**src/rtl/dvp_pkg.sv**
```systemverilog
`default_nettype none
// +-----------------------------------------------------------------------------
// | dvp_pkg : shared types and constants for the DVP transmitter
// | Revision: 1.0
// +-----------------------------------------------------------------------------
package dvp_pkg;

  typedef enum logic [1:0] {
    ST_VSYNC  = 2'd0,
    ST_VBACK  = 2'd1,
    ST_ACTIVE = 2'd2,
    ST_VFRONT = 2'd3
  } dvp_state_e;

  typedef struct packed {
    logic [4:0] r;
    logic [5:0] g;
    logic [4:0] b;
  } rgb565_t;

  localparam int N_BARS = 8;

  localparam rgb565_t BAR_WHITE   = 16'hFFFF;
  localparam rgb565_t BAR_YELLOW  = 16'hFFE0;
  localparam rgb565_t BAR_CYAN    = 16'h07FF;
  localparam rgb565_t BAR_GREEN   = 16'h07E0;
  localparam rgb565_t BAR_MAGENTA = 16'hF81F;
  localparam rgb565_t BAR_RED     = 16'hF800;
  localparam rgb565_t BAR_BLUE    = 16'h001F;
  localparam rgb565_t BAR_BLACK   = 16'h0000;

  function automatic rgb565_t bar_color(input logic [2:0] idx);
    case (idx)
      3'd0:    bar_color = BAR_WHITE;
      3'd1:    bar_color = BAR_YELLOW;
      3'd2:    bar_color = BAR_CYAN;
      3'd3:    bar_color = BAR_GREEN;
      3'd4:    bar_color = BAR_MAGENTA;
      3'd5:    bar_color = BAR_RED;
      3'd6:    bar_color = BAR_BLUE;
      default: bar_color = BAR_BLACK;
    endcase
  endfunction

endpackage
`default_nettype wire

```
**src/rtl/dvp_tx_if.sv**
```systemverilog
`default_nettype none
// +-----------------------------------------------------------------------------
// | dvp_tx_if : RGB565 valid/ready pixel stream feeding the DVP transmitter
// | Revision: 1.0
// +-----------------------------------------------------------------------------
interface dvp_tx_if;
  import dvp_pkg::*;

  rgb565_t pix;
  logic    pix_valid;
  logic    pix_ready;

  modport master (output pix, output pix_valid, input pix_ready);
  modport slave  (input pix, input pix_valid, output pix_ready);

endinterface
`default_nettype wire

```
**src/rtl/dvp_colorbar.sv**
```systemverilog
`default_nettype none
// +-----------------------------------------------------------------------------
// | dvp_colorbar : combinational pixel_x -> RGB565 eight-bar lookup
// | Revision: 1.0
// +-----------------------------------------------------------------------------
module dvp_colorbar
  import dvp_pkg::*;
#(
  parameter int H_ACTIVE = 640,
  parameter int XW       = 11
) (
  input  logic [XW-1:0] pixel_x_i,
  output rgb565_t       pixel_o
);

  localparam int BAR_W = (H_ACTIVE >= N_BARS) ? H_ACTIVE / N_BARS : 1;

  int bar_idx;

  // Blanking positions exceed the last bar; clamp instead of wrapping.
  always_comb begin
    bar_idx = int'(pixel_x_i) / BAR_W;
    if (bar_idx > N_BARS - 1) bar_idx = N_BARS - 1;
    pixel_o = bar_color(3'(bar_idx));
  end

endmodule
`default_nettype wire

```
**src/rtl/dvp_tx.sv**
```systemverilog
`default_nettype none
// +-----------------------------------------------------------------------------
// | dvp_tx : byte-serial DVP sensor-side transmitter (RGB565, MSB byte first)
// | Optional colour-bar source compiled in with DVP_TX_PATTERN_EN.
// | Revision: 1.0
// +-----------------------------------------------------------------------------
module dvp_tx
  import dvp_pkg::*;
#(
  parameter int H_ACTIVE = 640,
  parameter int H_BLANK  = 160,
  parameter int V_ACTIVE = 480,
  parameter int VS_LINES = 3,
  parameter int V_BACK   = 17,
  parameter int V_FRONT  = 10
) (
  input  logic       cmos_pclk_i,
  input  logic       rstn_i,
  dvp_tx_if.slave    pix_if,
  input  logic       pattern_sel_i,
  output logic [7:0] cmos_data_o,
  output logic       cmos_href_o,
  output logic       cmos_vsync_o,
  output logic       frame_start_o,
  output logic       underrun_o
);

  localparam int LINE_LEN    = 2 * H_ACTIVE + H_BLANK;
  localparam int FRAME_LINES = VS_LINES + V_BACK + V_ACTIVE + V_FRONT;
  localparam int HW          = (LINE_LEN > 1) ? $clog2(LINE_LEN) : 1;
  localparam int VW          = (FRAME_LINES > 1) ? $clog2(FRAME_LINES) : 1;
  localparam logic [HW-1:0] H_LAST = HW'(LINE_LEN - 1);
  localparam logic [VW-1:0] V_LAST = VW'(FRAME_LINES - 1);
  localparam int ACT_FIRST   = VS_LINES + V_BACK;
  localparam int ACT_END     = ACT_FIRST + V_ACTIVE;

  dvp_state_e    state_q, state_d;
  logic [HW-1:0] h_cnt_q, h_cnt_d;
  logic [VW-1:0] v_cnt_q, v_cnt_d;
  logic [7:0]    data_q, data_d;
  logic [7:0]    lo_q, lo_d;
  logic          href_q, href_d;
  logic          vsync_q, vsync_d;
  logic          fs_q, fs_d;
  logic          underrun_q, underrun_d;

  logic          line_end;
  logic          in_line;
  logic          slot_hi;
  logic          slot_lo;
  logic          frame_begin;
  logic          pix_ready;
  logic          pat_active;
  rgb565_t       pat_pix;
  logic [15:0]   in_pix;

  // Stage is a pure function of the line index, so zero-length stages vanish.
  function automatic dvp_state_e stage_of(input logic [VW-1:0] line);
    int li;
    li = int'(line);
    if (li < VS_LINES)       stage_of = ST_VSYNC;
    else if (li < ACT_FIRST) stage_of = ST_VBACK;
    else if (li < ACT_END)   stage_of = ST_ACTIVE;
    else                     stage_of = ST_VFRONT;
  endfunction

  always_comb begin
    line_end = (h_cnt_q == H_LAST);
    h_cnt_d  = line_end ? '0 : h_cnt_q + 1'b1;
    v_cnt_d  = v_cnt_q;
    if (line_end) v_cnt_d = (v_cnt_q == V_LAST) ? '0 : v_cnt_q + 1'b1;
  end

  // State register
  always_ff @(posedge cmos_pclk_i or negedge rstn_i) begin
    if (!rstn_i) state_q <= ST_VSYNC;
    else         state_q <= state_d;
  end

  // Next-state logic
  always_comb begin
    state_d = state_q;
    if (line_end) state_d = stage_of(v_cnt_d);
  end

`ifdef DVP_TX_PATTERN_EN
  logic pattern_q, pattern_d;

  always_comb pattern_d = frame_begin ? pattern_sel_i : pattern_q;

  always_ff @(posedge cmos_pclk_i or negedge rstn_i) begin
    if (!rstn_i) pattern_q <= 1'b0;
    else         pattern_q <= pattern_d;
  end

  dvp_colorbar #(
    .H_ACTIVE (H_ACTIVE),
    .XW       (HW)
  ) u_colorbar (
    .pixel_x_i (h_cnt_q >> 1),
    .pixel_o   (pat_pix)
  );

  assign pat_active = pattern_q;
`else
  logic unused_pattern_sel;
  assign unused_pattern_sel = pattern_sel_i;
  assign pat_active         = 1'b0;
  assign pat_pix            = '0;
`endif

  assign in_pix           = pix_if.pix;
  assign pix_if.pix_ready = pix_ready;

  // Output logic
  always_comb begin
    in_line     = (state_q == ST_ACTIVE) && (int'(h_cnt_q) < 2 * H_ACTIVE);
    slot_hi     = in_line && !h_cnt_q[0];
    slot_lo     = in_line && h_cnt_q[0];
    frame_begin = (state_q == ST_VSYNC) && (v_cnt_q == '0) && (h_cnt_q == '0);
    pix_ready   = slot_hi && !pat_active;
    href_d      = in_line;
    vsync_d     = (state_q == ST_VSYNC);
    fs_d        = frame_begin;
    data_d      = 8'h00;
    lo_d        = lo_q;
    underrun_d  = underrun_q;
    if (slot_hi) begin
      if (pat_active) begin
        data_d = pat_pix[15:8];
        lo_d   = pat_pix[7:0];
      end else if (pix_if.pix_valid) begin
        data_d = in_pix[15:8];
        lo_d   = in_pix[7:0];
      end else begin
        lo_d       = 8'h00;
        underrun_d = 1'b1;
      end
    end else if (slot_lo) begin
      data_d = lo_q;
    end
  end

  always_ff @(posedge cmos_pclk_i or negedge rstn_i) begin
    if (!rstn_i) begin
      h_cnt_q    <= '0;
      v_cnt_q    <= '0;
      data_q     <= 8'h00;
      lo_q       <= 8'h00;
      href_q     <= 1'b0;
      vsync_q    <= 1'b0;
      fs_q       <= 1'b0;
      underrun_q <= 1'b0;
    end else begin
      h_cnt_q    <= h_cnt_d;
      v_cnt_q    <= v_cnt_d;
      data_q     <= data_d;
      lo_q       <= lo_d;
      href_q     <= href_d;
      vsync_q    <= vsync_d;
      fs_q       <= fs_d;
      underrun_q <= underrun_d;
    end
  end

  assign cmos_data_o   = data_q;
  assign cmos_href_o   = href_q;
  assign cmos_vsync_o  = vsync_q;
  assign frame_start_o = fs_q;
  assign underrun_o    = underrun_q;

endmodule
`default_nettype wire

```
**src/flat_wrapper.sv**
```systemverilog
// flat-port wrapper written by rule: the top's interface ports become plain ports
module dvp_tx_flat import dvp_pkg::*;
#(
  parameter int H_ACTIVE = 640,
  parameter int H_BLANK  = 160,
  parameter int V_ACTIVE = 480,
  parameter int VS_LINES = 3,
  parameter int V_BACK   = 17,
  parameter int V_FRONT  = 10
)
  (cmos_pclk_i, rstn_i, pattern_sel_i, cmos_data_o, cmos_href_o, cmos_vsync_o, frame_start_o, underrun_o, pix_if_pix, pix_if_pix_valid, pix_if_pix_ready);
  dvp_tx_if pix_if_i ();
  input  logic cmos_pclk_i;
  input  logic rstn_i;
  input  logic pattern_sel_i;
  output logic [7:0] cmos_data_o;
  output logic cmos_href_o;
  output logic cmos_vsync_o;
  output logic frame_start_o;
  output logic underrun_o;
  input wire logic [$bits(pix_if_i.pix)-1:0] pix_if_pix;
  input wire logic [$bits(pix_if_i.pix_valid)-1:0] pix_if_pix_valid;
  output wire logic [$bits(pix_if_i.pix_ready)-1:0] pix_if_pix_ready;
  assign pix_if_i.pix = pix_if_pix;
  assign pix_if_i.pix_valid = pix_if_pix_valid;
  assign pix_if_pix_ready = pix_if_i.pix_ready;
  dvp_tx #(.H_ACTIVE(H_ACTIVE), .H_BLANK(H_BLANK), .V_ACTIVE(V_ACTIVE), .VS_LINES(VS_LINES), .V_BACK(V_BACK), .V_FRONT(V_FRONT)) u_core (.cmos_pclk_i(cmos_pclk_i), .rstn_i(rstn_i), .pix_if(pix_if_i), .pattern_sel_i(pattern_sel_i), .cmos_data_o(cmos_data_o), .cmos_href_o(cmos_href_o), .cmos_vsync_o(cmos_vsync_o), .frame_start_o(frame_start_o), .underrun_o(underrun_o));
endmodule
```
**config.mk**
```make
export PLATFORM = sky130hd
export DESIGN_NAME = dvp_tx_flat
export DESIGN_NICKNAME = d
export VERILOG_FILES = /design/src/rtl/dvp_pkg.sv /design/src/rtl/dvp_tx_if.sv /design/src/rtl/dvp_colorbar.sv /design/src/rtl/dvp_tx.sv /design/src/flat_wrapper.sv
export SDC_FILE = /design/constraint.sdc
export NUM_CORES = 1
export LEC_CHECK = 0
export CORE_ASPECT_RATIO = 1.4
export CORE_MARGIN = 2
export CORE_UTILIZATION = 53
export DETAILED_ROUTE_END_ITERATION = 6
export PLACE_DENSITY = 0.83
export SYNTH_ARGS = -nofsm -noshare
export SYNTH_HDL_FRONTEND = slang
export SYNTH_SLANG_ARGS = --single-unit
```
**constraint.sdc**
```tcl
create_clock -name cmos_pclk_i -period 3.4 [get_ports cmos_pclk_i]
set_input_delay 0.51 -clock cmos_pclk_i [delete_from_list [all_inputs] [get_ports cmos_pclk_i]]
set_output_delay 0.51 -clock cmos_pclk_i [all_outputs]
set_load 0.02 [all_outputs]
```
# Yosys cells after proc, flatten, opt, wreduce, memory -nomap -nowiden
# Index checks and enable logic that the tools add are counted.
[classes]
addsub = 2
order_cmp = 4
n_eq_ne = 3
n_mux = 10
bitwise_logic = 1
reduce_logical = 10
[op_table]
columns = ["op", "n"]
rows = [
  ["8-bit two-way mux", 4],
  ["9-bit two-way mux", 2],
  ["11-bit by 1-bit adder with 11-bit output, second input constant", 1],
  ["11-bit equality test, second input constant", 1],
  ["11-bit zero test", 1],
  ["11-bit less-than comparator, second input constant", 1],
  ["11-bit two-way mux", 1],
  ["9-bit by 1-bit adder with 9-bit output, second input constant", 1],
  ["9-bit equality test, second input constant", 1],
  ["9-bit zero test", 1],
  ["9-bit by 2-bit less-than comparator with 1-bit output, second input constant", 1],
  ["9-bit by 5-bit less-than comparator with 1-bit output, second input constant", 1],
  ["9-bit less-than comparator, second input constant", 1],
  ["1-bit logical AND", 5],
  ["2-bit two-way mux", 2],
  ["2-bit equality test, second input constant", 1],
  ["2-bit zero test", 1],
  ["2-bit AND reduction", 1],
  ["1-bit zero test", 1],
  ["1-bit two-way mux", 1],
  ["1-bit NOT", 1],
]
[totals]
register_bits = 42
inputBits = 20
out_inout_bits = 13
word_cells = 39

# Logic depth before layout (Yosys ltp)
[logic_depth]
word_depth = 7
ltp_mapped = 9
mapped_depth_nobuf = 9

# Worst setup path after synthesis
# No wires, ideal clock.
[synth_timing]
path_kind = "flip-flop to flip-flop"
startpoint = "reg u_core.h_cnt_q[0]"
endpoint = "reg u_core.state_q[0]"
setup_time_ns = 0.092
t_arrival_ns = 2.493
required_time_ns = 3.308
path_slack_ns = 0.815
path_stages_with_launch = 10
path_buffers = 1
period_less_slack_ns = 2.585
cell_sequence = "dfrtp_1 -> ha_1 -> nand4_2 -> or4_4 -> buf_6 -> o31ai_4 -> o31ai_2 -> nor4_4 -> mux2_4 -> o31ai_2"
[synth_via]
elab_chain_cells = 6
word_cells_on_any_way = 8
cone_classes = "order compare (3); eq/ne (1); mux (4)"
[synth_lines]
columns = ["element", "line_no", "text"]
rows = [
  ["start: declaration", "dvp_tx.sv:38", "logic [HW-1:0] h_cnt_q, h_cnt_d;"],
  ["start signal: assignment", "dvp_tx.sv:155", "h_cnt_q <= h_cnt_d;"],
  ["11-bit equality test *", "dvp_tx.sv:68", "line_end = (h_cnt_q == H_LAST);"],
  ["9-bit two-way mux *", "dvp_tx.sv:71", "if (line_end) v_cnt_d = (v_cnt_q == V_LAST) ? '0 : v_cnt_q + 1'b1;"],
  ["named net u_core.v_cnt_d[7]", "dvp_tx.sv:39", "logic [VW-1:0] v_cnt_q, v_cnt_d;"],
  ["9-bit less-than comparator", "dvp_tx.sv:63", "else if (li < ACT_END) stage_of = ST_ACTIVE;"],
  ["1-bit two-way mux", "dvp_tx.sv:63", ""],
  ["2-bit two-way mux", "dvp_tx.sv:62", "else if (li < ACT_FIRST) stage_of = ST_VBACK;"],
  ["2-bit two-way mux *", "dvp_tx.sv:61", "if (li < VS_LINES) stage_of = ST_VSYNC;"],
  ["end signal: assignment", "dvp_tx.sv:77", "else state_q <= state_d;"],
  ["end: declaration", "dvp_tx.sv:37", "dvp_state_e state_q, state_d;"],
]
# Mark *: on every way through the listed nets, which the timed path passes. The rest lies on a longest branch.
# A chain may end at the register's enable or synchronous reset.

# Worst setup path after layout
# Ends and elaborated chain as after synthesis.

==> metrics.cfg <==
[yosys]
synth_most_common_cell = dfrtp_1
ys_top_cells_by_area = dfrtp_1, o21ai_0, nand3_1, a22o_1, ha_1
yosys_warnings = 0
synth.top_cell.area_share_pct = 49.8
ys_seq_area_share_pct = 49.8
ys_types = 45
synthCells = 204
ys_ff_latch = 42
postSynthNetCount = 229
yosys.area.top_type = dfrtp_1
ys_async_sr_fraction_pct = 100
synth_area_um2 = 2110
synth-edff-count = 0
avgSynthCellArea_um2 = 10.3
yosys-top-cells-count = dfrtp_1, o21ai_0, nand3_1
ys_dominant_reg_cell = dfrtp_1

[floorplan]
die_x_um = 57.3
dieArea_um2 = 4510
core.rowCount = 27
core_area_um2 = 3880
start_util_pct = 54.3
ioPinCount = 33
die_height_um = 78.7

[outcome]
status = finished clean

[worst_setup_path]
regToRegSetupSlack_ns = 0.66
cp.arrival_ns = 2.94
setup.worst_path.end_class = register
reg2reg_from = u_core.h_cnt_q[0]
endpoint = u_core.state_q[0]
criticalPathCategory = register to register
r2r-end = u_core.state_q[0]
start_kind = register
reg2regPathDepth = 8
startpoint = u_core.h_cnt_q[0]
cp_cell_sequence = ha_1 > nand4_2 > or4_4 > o31ai_4 > o31ai_2 > nor4_4 > mux2_4 > o31ai_2
cp_slowest_stage_delay_ns = 0.55
path_common_cell = o31ai_2
critPathSlowestCell = or4_4
critPathMaxFanout = 9
cp.required_ns = 3.60

[pwr]
power_density_nw_per_um2 = 340
power_frac_comb_pct = 3.7
power.switching_uw = 174
p_int_uw = 681
power_frac_clock_pct = 37.9
power_uw = 855
ir_drop_v = 0.000308
leakage_nw = 1.15
p_seq_share_pct = 58.4
swShare_pct = 20.4

[final_layout]
insertedDiodeCount = 0
nNetsFinal = 258
syn2layout_area_growth_pct = 19.1
final_util_pct = 64.7
layout-drive-gt1-share_pct = 10.3

[route]
drc = 0
vias = 1625
drt_iter0_markers = 65
wl_per_cell_um = 15.5
ant_nets = 0
wl_um = 4300
dr.pass1.iters = 4
vias_per_cell = 5.87

[timing]
fin_skew_ns = 0.00578
slew_violations = 0
rsz0062_at_grt = false
fmax_mhz = 365
max-slew-margin-rel_pct = 38.7
hold_violations = 0
setup_viol = 0
tns_ns = 0
fin_crit_sh_pct = 80.6
worst_slew_pin_slew_ns = 0.919
hold_slack_ns = 0.356
period_needed_ns = 2.74

[clocking]
htreeDepth = 2
cts-hold-fix-buffers = 0
clk_path_buf_depth = 2
postCtsResizedCells = 0
cts_buffers = 5
post_cts_buffers = 0
root_buffer = clkbuf_8
cts.clk_slew.worst_paths_ns = 0.08
clock-sinks = 42
clk_latency_ns = 0.28
cts_tree = built

[min_path]
min_path_type = input pin to asynchronous set/reset pin

[global_route]
antenna_found_initial = 0
grt_max_degree = 43
track_usage_pct = 20.4
grt_pass1_wl_um = 7110
grt_pass1_vias = 1589
grt-ovfl-total = 0

[place]
io_buffers = 31
dp_hpwl_um = 3130
place.gp.congestion = 0.837

[run]
max_cap_viol_count = 0

## logic make-up after synthesis
logic type | count (synthesis) | share of synthesized area [%]
AND/OR/NAND/NOR | 70 | 20.3
AO/OA/AOI/OAI | 53 | 17.7
flip-flops | 42 | 49.8
buffers and inverters | 26 | 5.57
XOR/XNOR | 7 | 2.90
adder cells (fa/ha/maj) | 5 | 2.96
multiplexers | 1 | 0.711
## how the worst min path moves through the flow
stage / start / to / slack [ns] / depth (start not counted)
floorplan: rstn_i / u_core.cmos_data_o[0] / 0.21 / 0
detailed placement: u_core.underrun_o / u_core.underrun_o / 0.45 / 1
global placement: u_core.underrun_o / u_core.underrun_o / 0.44 / 1
global route: rstn_i / u_core.v_cnt_q[8] / 0.43 / 1
finish: rstn_i / u_core.h_cnt_q[9] / 0.36 / 1
CTS: rstn_i / u_core.h_cnt_q[9] / 0.39 / 1
## layout by cell type (no fill, tap or decap), drive strengths merged, types with 3 or more instances in the layout
cell and n:
a22o 9, o21ai 23, o31ai 6, nor4 5
nand3 20, clkdlybuf4s50 30, nor2 11, nand2 13
dfrtp 42, xor2 5, clkbuf 7, and3 5
nor3 4, a31oi 3, ha 5, a21oi 4
buf 3, inv 15, and2 4
## state kept, by name, summed over array words and instances, names as in the netlist
name	cells
u_core.state_q	2
u_core.underrun_o	1
u_core.cmos_vsync_o	1
u_core.v_cnt_q	9
u_core.cmos_href_o	1
u_core.frame_start_o	1
u_core.cmos_data_o	8
u_core.lo_q	8
u_core.h_cnt_q	11
## area by class of cell
cell class / instances / area (um^2)
repair buffers: 33 / 320
clock inverters: 1 / 5.00
inverters: 15 / 56.3
flip-flops and latches: 42 / 1050
fillers: 301 / 1370
clock buffers: 7 / 86.3
well taps: 43 / 53.8
multi-input cells: 136 / 942
## worst max-delay path, delay by kind of cell (launching register included)
kind / cells / cell delay (ns)
and+or+nand+nor: 3 / 1.04
AOI/OAI and AO/OA: 3 / 0.60
DFF: 1 / 0.42
muxes: 1 / 0.33
adders and majority gates: 1 / 0.26
## metal layers
metal  wire, um  track usage, %  vias to the layer above
met4         82            9.77                        0
met3        193            5.77                        8
li1           -               -                      791
met2       2170            33.2                       43
met5          0               0                        -
met1       1850            24.7                      783
## power groups by stage
stage	sequential (mW)	clock (mW)	combinational, mW
floorplan	0.509	0	0.00171
global placement	0.509	0	0.0322
detailed placement	0.509	0	0.0325
CTS	0.499	0.331	0.0327
global route	0.499	0.356	0.0351
finish	0.499	0.324	0.0318
## stage by stage
stage          cell area [um^2]  cells  worst slack (ns)
2_1_floorplan              2110    204             0.815
3_3_place_gp               2420    269             0.723
3_5_place_dp               2420    269             0.686
4_1_cts                    2510    277             0.663
5_1_grt                    2510    277             0.517
6_report                   2510    277             0.660
No activity file was read; power rests on OpenSTA's default activity.
